### config.mk
export PLATFORM = sky130hd
export DESIGN_NAME = dram_host_initiator
export DESIGN_NICKNAME = d
export VERILOG_FILES = /design/src/rtl/dram_host_initiator.sv
export SDC_FILE = /design/constraint.sdc
export NUM_CORES = 1
export LEC_CHECK = 0
export ABC_AREA = 0
export ABC_CLOCK_PERIOD_IN_PS = 2530
export CORE_MARGIN = 2
export CORE_UTILIZATION = 50
export DETAILED_ROUTE_END_ITERATION = 8
export GPL_ROUTABILITY_DRIVEN = 1
export GPL_TIMING_DRIVEN = 0
export PLACE_DENSITY = 0.93
export SLEW_MARGIN = 15
export SYNTH_ARGS = -nofsm -noshare
export SYNTH_HDL_FRONTEND = slang
export SYNTH_SLANG_ARGS = --single-unit
### constraint.sdc
create_clock -name clk -period 2.53 [get_ports clk]
set_input_delay 0.253 -clock clk [delete_from_list [all_inputs] [get_ports clk]]
set_output_delay 0.253 -clock clk [all_outputs]
set_load 0.01 [all_outputs]
### src/rtl/dram_host_initiator.sv
// Host-side initiator for a small synchronous DRAM array: single-beat read/write
// requests in, registered array pins out, read responses with backpressure, periodic refresh.
module dram_host_initiator #(
  parameter int ADDR_W         = 4,
  parameter int DATA_W         = 8,
  parameter int RD_LAT         = 1,
  parameter int REFRESH_PERIOD = 64,
  parameter int REFRESH_CYCLES = 4
) (
  input  logic              clk,
  input  logic              rst,
  input  logic              req_valid,
  output logic              req_ready,
  input  logic              req_write,
  input  logic [ADDR_W-1:0] req_addr,
  input  logic [DATA_W-1:0] req_wdata,
  output logic              rsp_valid,
  input  logic              rsp_ready,
  output logic [DATA_W-1:0] rsp_data,
  output logic [ADDR_W-1:0] mem_addr,
  output logic [DATA_W-1:0] mem_wdata,
  output logic              mem_write_en,
  input  logic [DATA_W-1:0] mem_rdata,
  output logic              refresh_active
);

  localparam int RCNT_W = (REFRESH_PERIOD > 1) ? $clog2(REFRESH_PERIOD) : 1;
  localparam int WCNT_W = 3;
  localparam int CCNT_W = $clog2(REFRESH_CYCLES + 1);

  typedef enum logic [2:0] {
    S_IDLE,
    S_WR,
    S_RD,
    S_RD_WAIT,
    S_RSP,
    S_REFRESH
  } state_t;

  state_t              state_q;
  logic [RCNT_W-1:0]   ref_cnt_q;
  logic                ref_pending_q;
  logic [WCNT_W-1:0]   wait_cnt_q;
  logic [CCNT_W-1:0]   ref_cyc_q;
  logic [ADDR_W-1:0]   mem_addr_q;
  logic [DATA_W-1:0]   mem_wdata_q;
  logic                mem_we_q;
  logic [DATA_W-1:0]   rsp_data_q;
  logic                rsp_valid_q;
  logic                refresh_active_q;
  logic                ref_wrap_d;

  assign ref_wrap_d = (ref_cnt_q == RCNT_W'(REFRESH_PERIOD - 1));

  // A pending refresh closes the request port as soon as it is flagged.
  assign req_ready = !rst && (state_q == S_IDLE) && !ref_pending_q;

  assign mem_addr       = mem_addr_q;
  assign mem_wdata      = mem_wdata_q;
  assign mem_write_en   = mem_we_q;
  assign rsp_data       = rsp_data_q;
  assign rsp_valid      = rsp_valid_q;
  assign refresh_active = refresh_active_q;

  always_ff @(posedge clk) begin
    if (rst) begin
      state_q          <= S_IDLE;
      ref_cnt_q        <= '0;
      ref_pending_q    <= 1'b0;
      wait_cnt_q       <= '0;
      ref_cyc_q        <= '0;
      mem_addr_q       <= '0;
      mem_wdata_q      <= '0;
      mem_we_q         <= 1'b0;
      rsp_data_q       <= '0;
      rsp_valid_q      <= 1'b0;
      refresh_active_q <= 1'b0;
    end else begin
      ref_cnt_q <= ref_wrap_d ? '0 : ref_cnt_q + 1'b1;
      if (ref_wrap_d) begin
        ref_pending_q <= 1'b1;
      end

      case (state_q)
        S_IDLE: begin
          if (ref_pending_q) begin
            // Entering the window services the outstanding request; this clear wins over a same-edge wrap.
            state_q          <= S_REFRESH;
            ref_pending_q    <= 1'b0;
            refresh_active_q <= 1'b1;
            ref_cyc_q        <= '0;
          end else if (req_valid) begin
            mem_addr_q <= req_addr;
            if (req_write) begin
              mem_wdata_q <= req_wdata;
              mem_we_q    <= 1'b1;
              state_q     <= S_WR;
            end else begin
              state_q <= S_RD;
            end
          end
        end
        S_WR: begin
          mem_we_q <= 1'b0;
          state_q  <= S_IDLE;
        end
        S_RD: begin
          wait_cnt_q <= '0;
          state_q    <= S_RD_WAIT;
        end
        S_RD_WAIT: begin
          if (wait_cnt_q == WCNT_W'(RD_LAT - 1)) begin
            rsp_data_q  <= mem_rdata;
            rsp_valid_q <= 1'b1;
            state_q     <= S_RSP;
          end else begin
            wait_cnt_q <= wait_cnt_q + 1'b1;
          end
        end
        S_RSP: begin
          if (rsp_ready) begin
            rsp_valid_q <= 1'b0;
            state_q     <= S_IDLE;
          end
        end
        S_REFRESH: begin
          if (ref_cyc_q == CCNT_W'(REFRESH_CYCLES - 1)) begin
            refresh_active_q <= 1'b0;
            state_q          <= S_IDLE;
          end else begin
            ref_cyc_q <= ref_cyc_q + 1'b1;
          end
        end
        default: state_q <= S_IDLE;
      endcase
    end
  end

endmodule

# Yosys cells after proc, flatten, opt, wreduce, memory -nomap -nowiden
# Index checks and enable logic that the tools add are counted.
# word_totals
output_inout_bits	24
register_bits	39
inputBits	25
# classes
reduce_logical	20
addsub	3
n_eq_ne	17
bitwise	1
mux	25
# ops
op	n
$mux W3	8
$ne A2 B2 Y1 const B	9
$pmux W3 S5	1
$pmux W3 S2	2
$reduce_and A3 Y1	4
$reduce_and A4 Y1	3
$mux W1	10
$eq A3 B2 Y1 const B	3
$reduce_bool A2 Y1	4
$add A3 B1 Y3 const B	2
$add A6 B1 Y6 const B	1
$eq A3 B3 Y1 const B	2
$eq A6 B6 Y1 const B	1
$logic_not A3 Y1	2
$pmux W1 S2	3
$reduce_and A2 Y1	2
$eq A3 B1 Y1 const B	1
$ne A3 B3 Y1 const B	1
$logic_and A1 B1 Y1	2
$logic_not A1 Y1	2
$mux W2	1
$reduce_or A2 Y1	1
$not A1 Y1	1

# Logic depth before layout (Yosys ltp)
# logic_depth
ltp_word	4
depth_mapped	6

# Worst setup path before layout
# Ideal clock, no wire load.
# synth_timing
path_type	flip-flop to flip-flop
from	register ref_cyc_q[0]
to	register ref_cyc_q[1]
slack_ns	1.132
path_stages_with_launch	7
t_arrival_ns	1.270
n_path_buf	0
synth_period_minus_slack_ns	1.398
setup_time_ns	0.128
path_cell_list	dfxtp_1 ha_1 ha_1 nand3b_1 a21o_1 a22oi_1 nor2_1
# synth_via
elab_chain_cells	3
# synth_lines
element	line	source
start: declaration	44	logic [CCNT_W-1:0] ref_cyc_q;
start signal: assignment	131	ref_cyc_q <= ref_cyc_q + 1'b1;
$add A3 B1 Y3 / $eq A3 B2 Y1 (equally long branches)	131, 127	
$mux W3 / $ne A2 B2 Y1 (equally long branches)	-	
$pmux W3 S2 / $reduce_and A3 Y1 (equally long branches)	-	
# Several ways; a longest one is shown, not always the timed one. The select of a mux whose other input is x is not followed.
# A chain may end at the register's enable or synchronous reset.

# Worst setup path in the final report
# layout_timing
from	register state_q[0]
to	output port req_ready
# layout_via
elab_chain_cells	3
# layout_lines
element	line	source
start: declaration	40	state_t state_q;
start signal: assignment	67	state_q <= S_IDLE;
start signal: assignment	88	state_q <= S_REFRESH;
start signal: assignment	97	state_q <= S_WR;
$logic_not A3 Y1	56	assign req_ready = !rst && (state_q == S_IDLE) && !ref_pending_q;
$logic_and A1 B1 Y1 (2 in series)	56	
end: declaration	13	output logic req_ready,
# Every way passes these cells.

==> metrics <==
run status finished, final reports clean; Setup Skew 0.006453 ns; synth top area cells dfxtp_1 (46%), mux2i_1 (11%), nor2_1 (8.4%); overall power 0.001203 W; Pleak 0.8588 nW; CP Cell Sequence buf_2, nor2_1, nand2_1, nor2_1, clkdlybuf4s50_1; CP max stage delay 0.54 ns; drt wl/cell 12.27 um; Hold Violations, Final 0; clk sinks 39; Sw Share 27.33%; Final nets 269; GRT overflow 0; fin. max-slew vios 0; Clock Latency Late Sink 0.35 ns; sequential-to-total area share from yosys stat 45.95%; pwr/cell area 530.5 mW/mm^2; CP arrival 1.89 ns; TritonCTS clock tree built; ANT nets after route 0; # DRC 0; Worst-Margin Slew 0.4971 ns; Seq pwr share 55.0%; global-route wire length before repair 6078 um; Post-synth EDFFs 0; crit path to req_ready; total track usage 19.87%; fill cell count 261; Antenna Cells 0; fin area 0.002267 mm^2; Async S/R FF share, synth 0%; post-detail-place hpwl 2624 um; yosys warns 0; post-layout util 68.48%; Top FF cell, synth dfxtp_1; Synth-to-Final Area Change 33.43%; type of the worst min-delay path in2reg; Ports 49; Syn Std Cell Area 0.001699 mm^2; crit path time final 2.143 ns; Syn Nets 216; wl on met1 1522 um; critical path's slowest cell clkdlybuf4s50_1; startpoint types register; share of cells above drive strength 1 7.917%; Worst Path Max Fanout 10; DIE HEIGHT 62.30 um; die footprint 0.003881 mm^2; commonest non-fill, non-tap cell in the layout clkdlybuf4s50_1; H-tree depth 2; CTS max path bufs 2; Initial Utilization 51.32%; routability cong. 0.8760; Reg clk slew, reported paths 0.11 ns; Routed WL 3510 um; Max IR drop VDD 0.0004793 V; metal2 WL 1695 um; initial antenna violation count 0; Post-Place Cell Area 0.002217 mm^2; largest net degree at the start of global routing 12; max-cap violation count 0; Data required, critical path 2.28 ns; Setup-failing EPs final 0; internal power 0.0008740 W; CTS root buf clkbuf_4; CP dominant cell by count nor2_1; drt pass-1 iters 4; Total Neg Setup Slack 0 ns; register area 780.7 um^2; initial DRC count 45; hold buffer count at cts 0; Worst Path Class, Setup reg2out; met3 WL 236 um; Mapped Cells 186; RSZ-0062 raised after global routing no; Syn Area/Cell 9.135 um^2; reg-to-reg critical path startpoint state_q[0]; CTS buffer count 5; Reg2Reg Depth 5; Via density 5.105; R2R setup slack 0.99 ns; Worst R2R End rsp_data[4]; number of global-route vias before repair 1388; CP endpoint kind output port; combinational group share of total power 19.4%; total net switching power 0.0003287 W; cts repair resizes 0; vias post-DR 1460; Slew headroom 66.61%; commonest cells after routing, fill and taps aside clkdlybuf4s50_1 (46), dfxtp_1 (39), nor2_1 (38); total core area 0.003311 mm^2; Setup Buffers After CTS 0; Clk pwr share 25.6%; worst hold slack 0.3055 ns; Die Wd 62.30 um; top cell type's share of synthesized area 45.95%; IO buf count 46; Cell Rows 21; area taken by multi-input logic gates 845.8 um^2; Critical Path Source state_q[0]; Tcrit/Tclk final 84.72%; flops & latches, synth 39; fmax 466.5 MHz; Yosys cell types 39; top layer in use met4; Yosys top cell by area dfxtp_1
-- state kept, by name (all words and copies together), names as in the netlist --
register / cells
ref_pending_q: 1
mem_write_en: 1
mem_wdata: 8
refresh_active: 1
ref_cnt_q: 6
rsp_data: 8
state_q: 3
wait_cnt_q: 3
ref_cyc_q: 3
rsp_valid: 1
mem_addr: 4
-- area by class of cell --
type	instances	share of cell area [%]
Tap cell	46	2.539
Sequential cell	39	34.44
Timing Repair Buffer	46	20.31
Inverter	5	0.8278
Multi-Input combinational cell	132	37.31
Clock inverter	1	0.2208
Buffer	10	2.373
Clock buffer	7	1.987
-- critical path, delay by kind of cell (launching register included) --
family        cells  cell delay [ns]
flops             1             0.39
simple gates      3             0.40
buf+inv           2             0.75
-- through the flow --
step / instances / setup slack, ns
4_1_cts: 286 / 0.3801
2_1_floorplan: 186 / 1.132
6_report: 286 / 0.3866
3_3_place_gp: 278 / 0.6844
3_5_place_dp: 278 / 0.6946
5_1_grt: 286 / 0.3054
-- metal layers --
metal / up-vias / track usage (%)
met5: - / 0
met2: 42 / 32.47
met3: 4 / 7.246
met4: 0 / 9.444
li1: 741 / -
met1: 673 / 23.18
-- kinds of logic after synthesis --
kind of cell | share of synthesized area (%)
buffers and inverters | 4.270
multiplexers | 10.60
AND/OR/NAND/NOR | 23.64
AO/OA/AOI/OAI | 9.794
XOR/XNOR | 2.062
adder cells (fa/ha/maj) | 3.682
flip-flops | 45.95
-- synthesized netlist by cell type, types with 2 or more instances --
master	instances
inv_1	5
nor3b_1	2
buf_2	3
nand3b_1	2
clkbuf_1	4
nor2_1	38
nor3_1	3
xor2_1	2
mux2i_1	18
a211oi_1	2
a21oi_1	11
nand3_1	10
nor2b_1	3
o21ai_0	3
dfxtp_1	39
ha_1	5
xnor2_1	2
nand2_1	12
a21o_1	2
-- how the worst min path moves through the flow --
stage | startpoint | to | slack, ns | cells past startpoint
after floorplan | req_wdata[0] | mem_wdata[0] | 0.40 | 2
after global placement | ref_cnt_q[0] | ref_cnt_q[0] | 0.43 | 1
after detailed placement | ref_cnt_q[0] | ref_cnt_q[0] | 0.44 | 1
after CTS | req_valid | mem_addr[3] | 0.29 | 3
after global routing | req_valid | mem_addr[0] | 0.30 | 3
final | req_valid | mem_addr[2] | 0.31 | 3
-- power groups by stage --
stage / logic, W / registers (W) / clock network, W
6_report: 0.000233 / 0.000662 / 0.000308
5_1_grt: 0.000254 / 0.000666 / 0.000345
4_1_cts: 0.000233 / 0.000662 / 0.000317
3_5_place_dp: 0.000232 / 0.000676 / 0
3_3_place_gp: 0.000227 / 0.000675 / 0
2_1_floorplan: 0.000122 / 0.000682 / 0
Note: power is estimated with default switching activity, not from simulation.
